===== config.mk =====
export PLATFORM = sky130hd
export DESIGN_NAME = irq_controller_flat
export DESIGN_NICKNAME = d
export VERILOG_FILES = /design/src/rtl/irq_if.sv /design/src/rtl/irq_controller.sv /design/src/flat_wrapper.sv
export SDC_FILE = /design/constraint.sdc
export NUM_CORES = 1
export LEC_CHECK = 0
export CORE_MARGIN = 2
export CORE_UTILIZATION = 38
export CTS_BUF_LIST = sky130_fd_sc_hd__clkbuf_16
export CTS_CLUSTER_SIZE = 30
export DETAILED_ROUTE_END_ITERATION = 16
export GPL_ROUTABILITY_DRIVEN = 0
export HOLD_SLACK_MARGIN = 0.12
export PLACE_DENSITY_LB_ADDON = 0.3
export SLEW_MARGIN = 10
export SYNTH_ARGS = -nofsm -noshare
export SYNTH_HDL_FRONTEND = slang
export SYNTH_SLANG_ARGS = --single-unit

===== constraint.sdc =====
create_clock -name clk -period 2 [get_ports clk]
set_input_delay 0.4 -clock clk [delete_from_list [all_inputs] [get_ports clk]]
set_output_delay 0.4 -clock clk [all_outputs]
set_load 0.02 [all_outputs]

===== src/rtl/irq_if.sv =====
// Core/source-side signal bundle of the interrupt controller.
// slave = controller side, master = CPU/source side driving the requests.
interface irq_if #(
  parameter int NUM_SRC = 4
);
  logic [NUM_SRC-1:0] src_req;
  logic [NUM_SRC-1:0] src_ack;
  logic               global_en;
  logic               mask_we;
  logic [NUM_SRC-1:0] mask_in;
  logic [NUM_SRC-1:0] mask_out;
  logic               irq;
  logic               int_ack;
  logic [7:0]         vector;
  logic               eoi;
  logic               in_service;
  logic [1:0]         dbg_state;

  modport slave (
    input  src_req, global_en, mask_we, mask_in, int_ack, eoi,
    output src_ack, mask_out, irq, vector, in_service, dbg_state
  );

  modport master (
    output src_req, global_en, mask_we, mask_in, int_ack, eoi,
    input  src_ack, mask_out, irq, vector, in_service, dbg_state
  );
endinterface


===== src/rtl/irq_controller.sv =====
// Fixed-priority interrupt controller with req/ack/eoi handshake to the core.
// Define IRQC_EDGE_EN for sticky rising-edge capture; default is level mode.
//
// Handshake: irq is held in REQ until the core raises int_ack (sampled only in
// REQ); one ACK cycle pulses src_ack[idx]; in_service holds until eoi (sampled
// only in SERVICE). dbg_state exposes the FSM state.
module irq_controller #(
  parameter int         NUM_SRC       = 4,
  parameter logic [7:0] VECTOR_BASE   = 8'h08,
  parameter logic [7:0] VECTOR_STRIDE = 8'h04
) (
  input  logic   clk,
  input  logic   rst,
  irq_if.slave   bus
);
  localparam int IDXW = (NUM_SRC > 1) ? $clog2(NUM_SRC) : 1;

  localparam logic [1:0] S_IDLE    = 2'd0;
  localparam logic [1:0] S_REQ     = 2'd1;
  localparam logic [1:0] S_ACK     = 2'd2;
  localparam logic [1:0] S_SERVICE = 2'd3;

  logic [1:0]         state;
  logic [NUM_SRC-1:0] mask;
  logic [NUM_SRC-1:0] pend;
  logic [NUM_SRC-1:0] elig;
  logic [IDXW-1:0]    idx;
  logic [IDXW-1:0]    first_idx;
  logic [7:0]         vector_q;

  assign elig = pend & ~mask;

  // Descending scan so the lowest set index is the final assignment.
  always_comb begin
    first_idx = '0;
    for (int i = NUM_SRC - 1; i >= 0; i--) begin
      if (elig[i]) first_idx = IDXW'(i);
    end
  end

  assign bus.src_ack    = (state == S_ACK) ? (NUM_SRC'(1) << idx) : '0;
  assign bus.irq        = (state == S_REQ);
  assign bus.in_service = (state == S_SERVICE);
  assign bus.vector     = vector_q;
  assign bus.mask_out   = mask;
  assign bus.dbg_state  = state;

`ifdef IRQC_EDGE_EN
  logic [NUM_SRC-1:0] prev;
  logic [NUM_SRC-1:0] rise;

  assign rise = bus.src_req & ~prev;

  // A new edge in the ACK cycle survives the clear because the OR is applied last.
  always_ff @(posedge clk) begin
    if (rst) begin
      prev <= '0;
      pend <= '0;
    end else begin
      prev <= bus.src_req;
      pend <= (pend & ~bus.src_ack) | rise;
    end
  end
`else
  always_ff @(posedge clk) begin
    if (rst) pend <= '0;
    else     pend <= bus.src_req;
  end
`endif

  always_ff @(posedge clk) begin
    if (rst) begin
      state    <= S_IDLE;
      mask     <= '1;
      idx      <= '0;
      vector_q <= 8'h00;
    end else begin
      if (bus.mask_we) mask <= bus.mask_in;
      case (state)
        S_IDLE: begin
          if (bus.global_en && (elig != '0)) begin
            idx      <= first_idx;
            vector_q <= VECTOR_BASE + 8'(first_idx) * VECTOR_STRIDE;
            state    <= S_REQ;
          end
        end
        // Once latched, masking or a dropped source does not withdraw the request.
        S_REQ: begin
          if (bus.int_ack)         state <= S_ACK;
          else if (!bus.global_en) state <= S_IDLE;
        end
        S_ACK:     state <= S_SERVICE;
        S_SERVICE: if (bus.eoi) state <= S_IDLE;
        default:   state <= S_IDLE;
      endcase
    end
  end
endmodule


===== src/flat_wrapper.sv =====
// flat-port wrapper written by rule: the top's interface ports become plain ports
module irq_controller_flat 
#(
  parameter int         NUM_SRC       = 4,
  parameter logic [7:0] VECTOR_BASE   = 8'h08,
  parameter logic [7:0] VECTOR_STRIDE = 8'h04
)
  (clk, rst, bus_src_req, bus_global_en, bus_mask_we, bus_mask_in, bus_int_ack, bus_eoi, bus_src_ack, bus_mask_out, bus_irq, bus_vector, bus_in_service, bus_dbg_state);
  irq_if #(.NUM_SRC(NUM_SRC)) bus_i ();
  input  logic clk;
  input  logic rst;
  input wire logic [$bits(bus_i.src_req)-1:0] bus_src_req;
  input wire logic [$bits(bus_i.global_en)-1:0] bus_global_en;
  input wire logic [$bits(bus_i.mask_we)-1:0] bus_mask_we;
  input wire logic [$bits(bus_i.mask_in)-1:0] bus_mask_in;
  input wire logic [$bits(bus_i.int_ack)-1:0] bus_int_ack;
  input wire logic [$bits(bus_i.eoi)-1:0] bus_eoi;
  output wire logic [$bits(bus_i.src_ack)-1:0] bus_src_ack;
  output wire logic [$bits(bus_i.mask_out)-1:0] bus_mask_out;
  output wire logic [$bits(bus_i.irq)-1:0] bus_irq;
  output wire logic [$bits(bus_i.vector)-1:0] bus_vector;
  output wire logic [$bits(bus_i.in_service)-1:0] bus_in_service;
  output wire logic [$bits(bus_i.dbg_state)-1:0] bus_dbg_state;
  assign bus_i.src_req = bus_src_req;
  assign bus_i.global_en = bus_global_en;
  assign bus_i.mask_we = bus_mask_we;
  assign bus_i.mask_in = bus_mask_in;
  assign bus_i.int_ack = bus_int_ack;
  assign bus_i.eoi = bus_eoi;
  assign bus_src_ack = bus_i.src_ack;
  assign bus_mask_out = bus_i.mask_out;
  assign bus_irq = bus_i.irq;
  assign bus_vector = bus_i.vector;
  assign bus_in_service = bus_i.in_service;
  assign bus_dbg_state = bus_i.dbg_state;
  irq_controller #(.NUM_SRC(NUM_SRC), .VECTOR_BASE(VECTOR_BASE), .VECTOR_STRIDE(VECTOR_STRIDE)) u_core (.clk(clk), .rst(rst), .bus(bus_i));
endmodule

# ---- Word-level counts from Yosys, hierarchy flattened
# Index checks and enable logic that the tools add are counted.
dict set report totals {
  inputBits 14
  regBits 20
  word_cells 30
  out_inout_bits 20
}
dict set report op_classes {
  shift 1
  n_eq_ne 6
  bitwise 2
  reduce_logical 5
  n_mux 10
  addsub 1
}
# op count
set op_table {}
lappend op_table {{$mux W2} 8}
lappend op_table {{$pmux W2 S4} 1}
lappend op_table {{$add A4 B4 Y5 const A} 1}
lappend op_table {{$and A4 B4 Y4} 1}
lappend op_table {{$eq A2 B2 Y1 const B} 2}
lappend op_table {{$mux W4} 1}
lappend op_table {{$not A4 Y4} 1}
lappend op_table {{$reduce_bool A4 Y1} 1}
lappend op_table {{$shl A1 B2 Y4 const A} 1}
lappend op_table {{$ne A3 B3 Y1 const B} 1}
lappend op_table {{$reduce_and A3 Y1} 1}
lappend op_table {{$eq A2 B1 Y1 const B} 1}
lappend op_table {{$logic_not A2 Y1} 1}
lappend op_table {{$ne A2 B1 Y1 const B} 1}
lappend op_table {{$ne A2 B2 Y1 const B} 1}
lappend op_table {{$reduce_and A2 Y1} 1}
lappend op_table {{$logic_and A1 B1 Y1} 1}

# ---- Logic depth before layout (Yosys ltp)
# Gate-level depths: netlist of the first run.
dict set report depth {
  ltp_word 7
  depth_mapped 5
  mapped_depth_nobuf 4
}

# ---- Worst setup path before layout of the first run
# Ideal clock, no wire load.
dict set report synth_path {
  kind {register to output}
  from {reg (tool-made name)}
  to {out bus_src_ack[2]}
  required_time_ns 1.600
  arrival_ns 1.349
  setup_slack_ns 0.251
  stages_incl_launch_ff 2
  path_buffers 0
  path_cell_list {dfxtp_1 > nor4bb_1}
}
# item line_no
set synth_rtl {}
lappend synth_rtl {{end: declaration} flat_wrapper.sv:18} ;# output wire logic [$bits(bus_i.src_ack)-1:0] bus_src_ack;

# ---- Worst setup path after layout of the first run
dict set report layout_path {
  from {reg u_core.state[0] (netlist: u_core.bus.dbg_state[0])}
  to {out bus_src_ack[3]}
}
dict set report layout_between {
  elab_chain_cells 2
}
# item line_no
set layout_lines {}
lappend layout_lines {{start: declaration} irq_controller.sv:23} ;# logic [1:0] state;
lappend layout_lines {{start signal: assignment} irq_controller.sv:73} ;# state <= S_IDLE;
lappend layout_lines {{start signal: assignment} irq_controller.sv:84} ;# state <= S_REQ;
lappend layout_lines {{start signal: assignment} irq_controller.sv:89} ;# if (bus.int_ack) state <= S_ACK;
lappend layout_lines {{$eq A2 B2 Y1} irq_controller.sv:41} ;# assign bus.src_ack = (state == S_ACK) ? (NUM_SRC'(1) << idx) : '0;
lappend layout_lines {{$mux W4} irq_controller.sv:41}
# Every way passes these cells.

==> flow_summary.json, run 1 <==
{
  "grt_util_all_layers_pct": 14.5,
  "p_leak_nw": 0.425,
  "required_ps": 1600,
  "place_inst": 104,
  "setup_violations": 0,
  "synth_sequential_area_ratio_pct": 40.9,
  "numCtsBuffers": 3,
  "pin_count": 34,
  "clockBufferDepth": 2,
  "finalNonFillerCells": 108,
  "insertion_delay_ps": 240,
  "hpwl_um": 947,
  "worstHoldPathCells": 2,
  "multiInputGateArea_um2": 340,
  "rows": 14,
  "synthDistinctLibCells": 26,
  "finalMaxSlewViolations": 0,
  "grt_pass1_wl_mm": 2.06,
  "crit_type": "flop to primary output",
  "end_kind": "primary output",
  "fmax_mhz": 540,
  "fill_cells": 139,
  "start_util_pct": 41.2,
  "power.density_mw_per_mm2": 775,
  "dr.pass1.iters": 1,
  "syn_avg_cell_area_um2": 10.3,
  "via_count": 541,
  "finalClockSkew_ps": 0.876,
  "mostFrequentLayoutCells": "clkdlybuf4s50_1 (25), nor2b_1 (13), dfxtp_1 (12)",
  "die_area_mm2": 0.00202,
  "setup_tns_ps": 0,
  "regArea_um2": 262,
  "netlist_area_um2": 636,
  "min_period_ps": 1850,
  "max-vdd-ir-drop_mv": 0.514,
  "drive_gt1_share_pct": 12.0,
  "fp.coreArea_mm2": 0.00154,
  "viasPerCell": 5.01,
  "wirelength_mm": 1.27,
  "final_common_cell": "clkdlybuf4s50_1",
  "ys_warn_count": 0,
  "dieHeight_um": 44.9,
  "ys_ff_latch": 13,
  "grt_pass1_vias": 480,
  "route.antenna.remaining_nets": 0,
  "drcViolationCount": 0,
  "drt_iter0_markers": 0,
  "cts_root_buffer": "clkbuf_16",
  "area_delta_synth_final_pct": 56.7,
  "crit_arrival_ps": 1450,
  "wl_per_cell_um": 11.7,
  "fin_nets": 107,
  "start_kind": "flop",
  "htree_levels": 1,
  "fin_util_pct": 64.6,
  "grt_setup_unrepaired": "false",
  "antenna_cells": 0,
  "maxCapViolCount": 0,
  "totalPowerFinal_w": 0.000772,
  "synth_cells": 62,
  "outcome": "completed",
  "clkTransAtPathRegs_ps": 40,
  "fin_crit_sh_pct": 92.7,
  "cts_tree": "yes",
  "portBuffers": 28,
  "grt_max_degree": 14,
  "min_path_type": "flop to flop",
  "clkSinkCount": 13,
  "grt_overflow_total": 0,
  "cp_max_fo": 11,
  "reg2reg_depth": 5,
  "hold_viol": 0,
  "antenna_found_initial": 0,
  "die_w_um": 44.9
}
[cell families (layout without fill, tap and decap cells)]
family                 count (synthesis)  after routing  synth area share (%)
and+or+nand+nor                       26             26                  31.3
buffers and inverters                  8             34                  7.87
AOI/OAI and AO/OA                     14             14                  19.3
DFF                                   13             13                  40.9
other                                  1              5                 0.590
[synthesized netlist by cell type]
master    instances  share of area (%)
nor3b_4           1                3.0
buf_4             5                5.9
nor2b_1          13                 13
o41ai_2           2                5.1
a211o_1           4                5.5
inv_1             1               0.59
nor2_1            1               0.59
nor4_1            1               0.98
conb_1            1               0.59
and3b_1           1                1.4
nand2b_1          1               0.98
dfxtp_1          13                 41
o31a_1            1                1.4
nor3b_1           1                1.2
nand3b_1          1                1.2
a21oi_1           4                3.1
nor4bb_1          2                3.1
o21ai_1           1               0.79
nor4b_1           1                1.4
a211oi_2          1                2.0
and4b_1           1                1.6
o21a_2            1                1.4
nor2b_4           1                2.2
and2_1            1               0.98
clkbuf_1          1               0.59
buf_2             1               0.79
[flip-flops by register name, indices dropped and copies added, names as in the netlist, named ones only]
register              count
u_core.bus.dbg_state      1
u_core.bus.mask_out       4
u_core.bus.vector         1
u_core.idx                2
u_core.pend               4
[worst paths after layout]
kind,startpoint,to,slack (ps)
max,u_core.bus.dbg_state[0],bus_src_ack[3],150
min reg2reg,u_core.bus.vector[3],u_core.bus.vector[3],480
min,u_core.bus.vector[3],u_core.bus.vector[3],480
max reg2reg,flop,u_core.bus.vector[3],760
[stage by stage]
stage	worst slack [ps]	instance area, um2	hold WS [ps]
after floorplan	251	651	472
after global placement	286	912	464
after detailed placement	261	912	483
after CTS	7.48	990	493
after global routing	71.0	996	548
final	146	996	484
[metal layers]
layer / part of all wire [%] / up-vias / global-route usage [%]
li1: - / 272 / -
met1: 40 / 234 / 15.9
met2: 45 / 30 / 24.6
met3: 12 / 5 / 4.00
met4: 2.8 / 0 / 8.82
met5: 0 / - / 0
[where the power goes]
| part | internal, W | leakage (nW) | switching (W) |
|---|---|---|---|
| Combinational | 0.0000659 | 0.275 | 0.0000523 |
| Sequential | 0.000275 | 0.108 | 0.0000133 |
| Clock | 0.000263 | 0.0423 | 0.000103 |
[layout make-up]
cell class	count	share of cell area, %
Multi-Input combinational cell	45	34.2
Timing Repair Buffer	29	29.3
Tap cell	16	2.01
Inverter	1	0.377
Clock inverter	1	0.377
Clock buffer	3	7.54
Sequential cell	13	26.3
[what timing repair did]
action,4_1_cts,5_1_grt
pin swaps,0,0
buffers inserted,0,0
gates cloned,0,0
hold buffers,0,0
resized for setup,1,3
endpoints found under the setup margin,1,5
[critical path, stage by stage, from the launching register on]
cell	delay (ps)
dfxtp_2	370
and4b_1	250
clkdlybuf4s50_1	600
Note: power is estimated with default switching activity, not from simulation.
==> inputs of run 2 (changes only) <==
==> constraint.sdc (replaced) <==
create_clock -name clk -period 2 [get_ports clk]
set_input_delay 0.4 -clock clk [delete_from_list [all_inputs] [get_ports clk]]
set_output_delay 0.4 -clock clk [all_outputs]
set_load 0.005 [all_outputs]
==> run 2 against run 1 <==
Net effect: flip-flop and latch count unchanged; sequential power hardly changed; routed wire length up 1.7%; critical path depth unchanged; via count is 1.3% lower.
==> flow_summary.json, run 2 (synthesized netlist as in run 1, its figures left out) <==
{
  "cts_root_buffer": "clkbuf_16",
  "area_delta_synth_final_pct": 57.3,
  "start_kind": "flop",
  "start_util_pct": 41.2,
  "min_period_ps": 1940,
  "cts_tree": "yes",
  "rows": 14,
  "outcome": "completed",
  "required_ps": 1600,
  "fmax_mhz": 517,
  "viasPerCell": 4.99,
  "wl_per_cell_um": 12.0,
  "grt_max_degree": 14,
  "fin_crit_sh_pct": 96.8,
  "cts_resized": 1,
  "cp_max_fo": 11,
  "wirelength_mm": 1.29,
  "max-vdd-ir-drop_mv": 0.771,
  "route.antenna.remaining_nets": 0,
  "htree_levels": 1,
  "clkSinkCount": 13,
  "fp.coreArea_mm2": 0.00154,
  "finalMaxSlewViolations": 0,
  "die_area_mm2": 0.00202,
  "finalClockSkew_ps": 2.56,
  "hpwl_um": 895,
  "crit_type": "flop to primary output",
  "insertion_delay_ps": 240,
  "grt_pass1_wl_mm": 1.98,
  "grt_overflow_total": 0,
  "mostFrequentLayoutCells": "clkdlybuf4s50_1 (28), nor2b_1 (13), dfxtp_1 (12)",
  "via_count": 534,
  "dr.pass1.iters": 4,
  "clockBufferDepth": 2,
  "die_w_um": 44.9,
  "power.density_mw_per_mm2": 750,
  "grt_util_all_layers_pct": 13.6,
  "maxCapViolCount": 0,
  "fin_nets": 106,
  "clkTransAtPathRegs_ps": 40,
  "drcViolationCount": 0,
  "p_leak_nw": 0.378,
  "numCtsBuffers": 3,
  "hold_viol": 0,
  "portBuffers": 28,
  "placed_cell_area_um2": 905,
  "ctsHoldBuffers": 0,
  "crit_arrival_ps": 1540,
  "drive_gt1_share_pct": 12.1,
  "dieHeight_um": 44.9,
  "antenna_found_initial": 0,
  "post_cts_buffers": 0,
  "grt_setup_unrepaired": "true",
  "setup_tns_ps": 0,
  "setup_violations": 0,
  "end_kind": "primary output",
  "pin_count": 34,
  "fin_util_pct": 64.9,
  "fin_area_um2": 1000,
  "drt_iter0_markers": 4,
  "antenna_cells": 0,
  "min_path_type": "flop to flop",
  "grt_pass1_vias": 446,
  "final_common_cell": "clkdlybuf4s50_1"
}
-- run 2: metrics by stage --
| step | power (W) | std cells | setup WS (ps) | hold WS, ps |
|---|---|---|---|---|
| final | 0.000750 | 107 | 64.7 | 477 |
| after global routing | 0.000783 | 107 | 0.106 | 525 |
| after CTS | 0.000757 | 107 | 75.1 | 485 |
| after detailed placement | 0.000389 | 103 | 247 | 474 |
| after global placement | 0.000388 | 103 | 286 | 464 |
| after floorplan | 0.000340 | 66 | 776 | 472 |
-- run 2: final timing paths --
| kind | start | to | slack (ps) | depth (start not counted) |
|---|---|---|---|---|
| worst max-delay path | u_core.bus.dbg_state[0] | bus_src_ack[0] | 60 | 2 |
| worst min-delay path | u_core.bus.vector[3] | u_core.bus.vector[3] | 480 | 2 |
| worst max register to register | u_core.bus.mask_out[0] | u_core.bus.dbg_state[0] | 710 | 4 |
| worst min register to register | u_core.bus.vector[3] | u_core.bus.vector[3] | 480 | 2 |
-- run 2: routing by layer --
layer  wire (um)  track usage (%)
met5           0                0
met4           0             3.53
met2         652             24.1
met3         134             3.60
met1         503             16.4
-- run 2: final cells by class --
class	count	area (um2)
Sequential cell	13	262
Timing Repair Buffer	28	280
Clock buffer	3	75.1
Clock inverter	1	3.75
Multi-Input combinational cell	45	355
Fill cell	133	542
Tap cell	16	20.0
Inverter	1	3.75
-- run 2: power breakdown --
group / total [W] / internal (W) / switching, W / leakage, nW
Sequential: 0.000290 / 0.000274 / 0.0000152 / 0.108
Combinational: 0.0000976 / 0.0000658 / 0.0000318 / 0.228
Clock: 0.000362 / 0.000263 / 0.0000997 / 0.0423
Total: 0.000750 / 0.000603 / 0.000147 / 0.378
-- run 2: critical path: stages, from the launching register on --
cell and delay, ps:
dfxtp_1 420, nor4b_1 310, clkdlybuf4s50_1 570
==> inputs of run 3 (changes only) <==
--- a/config.mk
+++ b/config.mk
@@ -6,7 +6,7 @@
 export NUM_CORES = 1
 export LEC_CHECK = 0
 export CORE_MARGIN = 2
-export CORE_UTILIZATION = 38
+export CORE_UTILIZATION = 40
 export CTS_BUF_LIST = sky130_fd_sc_hd__clkbuf_16
 export CTS_CLUSTER_SIZE = 30
 export DETAILED_ROUTE_END_ITERATION = 16
==> run 3 against run 2 <==
Net effect: register-to-register slack improved by 110 ps; routed wire length decreased by 6.1%; worst setup slack better by 31 ps.
==> flow_summary.json, run 3 (synthesized netlist as in run 1, its figures left out) <==
{
  "fin_hold_ws_ps": 486,
  "placed_cell_area_um2": 905,
  "fp.coreArea_mm2": 0.00151,
  "clock_power_share_pct": 48.4,
  "required_ps": 1600,
  "min_period_ps": 1900,
  "start_util_pct": 42.2,
  "portBuffers": 28,
  "crit_arrival_ps": 1500,
  "cp_num_cells": 2,
  "fin_crit_sh_pct": 95.2,
  "mostFrequentLayoutCells": "clkdlybuf4s50_1 (28), nor2b_1 (13), dfxtp_1 (12)",
  "die_area_mm2": 0.00192,
  "drcViolationCount": 0,
  "final_common_cell": "clkdlybuf4s50_1",
  "worstHoldPathCells": 2,
  "min_path_type": "flop to flop",
  "totalPowerFinal_w": 0.000748,
  "finalClockSkew_ps": 0.805,
  "cpLargestDelayFamily": "buffers and inverters",
  "wirelength_mm": 1.21,
  "start_kind": "flop",
  "grt_overflow_total": 0,
  "end_kind": "primary output",
  "post_cts_buffers": 0,
  "drt_iter0_markers": 5,
  "cts_tree": "yes",
  "fin_util_pct": 66.2,
  "rows": 14,
  "antenna_cells": 0,
  "via_count": 524,
  "grt_max_degree": 14,
  "hold_viol": 0,
  "maxCapViolCount": 0,
  "r2r_slack_ps": 820,
  "hpwl_um": 870,
  "grt_util_all_layers_pct": 14.1,
  "grt_pass1_wl_mm": 1.97,
  "route.antenna.remaining_nets": 0,
  "wl_per_cell_um": 11.3,
  "pin_count": 34,
  "die_w_um": 43.9,
  "power.share.sequential_pct": 38.7,
  "p_int_w": 0.000603,
  "insertion_delay_ps": 240,
  "max-vdd-ir-drop_mv": 0.495,
  "critPathMaxStageDelay_ps": 540,
  "clkSinkCount": 13,
  "fmax_mhz": 525,
  "path_cells": "nor4bb_1 > clkdlybuf4s50_1",
  "viasPerCell": 4.90,
  "reg2reg_depth": 4,
  "antenna_found_initial": 0,
  "dr.pass1.iters": 2,
  "fin_area_um2": 997,
  "drive_gt1_share_pct": 13.2,
  "crit_type": "flop to primary output",
  "clkTransAtPathRegs_ps": 40,
  "dieHeight_um": 43.9,
  "htree_levels": 1,
  "crit_buf_inv": 1,
  "outcome": "completed",
  "comb_power_share_pct": 13.0,
  "grt_pass1_vias": 476,
  "finalMaxSlewViolations": 0,
  "cts_root_buffer": "clkbuf_16",
  "cp_max_fo": 11,
  "cpMaxStageDelayCell": "clkdlybuf4s50_1",
  "p_leak_nw": 0.380,
  "power.density_mw_per_mm2": 750,
  "numCtsBuffers": 3,
  "setup_violations": 0,
  "p_switching_w": 0.000145,
  "fin_nets": 106,
  "swShare_pct": 19.4,
  "ctsHoldBuffers": 0,
  "clockBufferDepth": 2,
  "area_delta_synth_final_pct": 56.9,
  "setup_tns_ps": 0
}
[run 3: cell counts in the layout (fill, tap and decap cells not counted)]
Identical to the previous run, type by type.
[run 3: layer usage]
layer  wire length (um)  part of all wire, %  global-route usage (%)
met1                546                   45                    17.0
met2                510                   42                    21.5
met3                121                   10                    4.17
met4                 31                  2.6                    9.09
met5                  0                    0                       0
[run 3: final timing paths]
| check | start | to |
|---|---|---|
| max | u_core.bus.dbg_state[0] | bus_src_ack[2] |
| min | u_core.bus.vector[3] | u_core.bus.vector[3] |
| max reg2reg | u_core.bus.mask_out[0] | u_core.bus.dbg_state[0] |
| min reg2reg | u_core.bus.vector[3] | u_core.bus.vector[3] |
[run 3: power by group through the flow]
stage	Combinational, W	Clock, W	Sequential [W]
4_1_cts	0.0000972	0.000368	0.000289
2_1_floorplan	0.0000512	0	0.000289
6_report	0.0000970	0.000362	0.000289
3_3_place_gp	0.0000955	0	0.000292
5_1_grt	0.000106	0.000376	0.000292
3_5_place_dp	0.0000961	0	0.000293
[run 3: repair_timing]
item,4_1_cts,5_1_grt
endpoints found under the setup margin,1,2
endpoints found under the hold margin,0,0
gates resized for setup,1,2
[run 3: area by class of cell]
type / instances / area (um2)
timing repair buffer: 28 / 280
multi-input combinational: 45 / 353
clock buffer: 3 / 75.1
clock inverter: 1 / 3.75
inverter: 1 / 3.75
sequential: 13 / 262
fill: 124 / 509
tap: 16 / 20.0
[run 3: through the flow]
step	setup slack, ps	std cells
2_1_floorplan	776	66
3_3_place_gp	286	103
3_5_place_dp	252	103
4_1_cts	101	107
5_1_grt	-1.04	107
6_report	95.7	107
[run 3: worst reg2reg max path: stages (launching register included)]
cell and delay (ps):
dfxtp_1 380, nor2b_4 70, nor4_1 280, nor3b_1 90
o31a_1 250
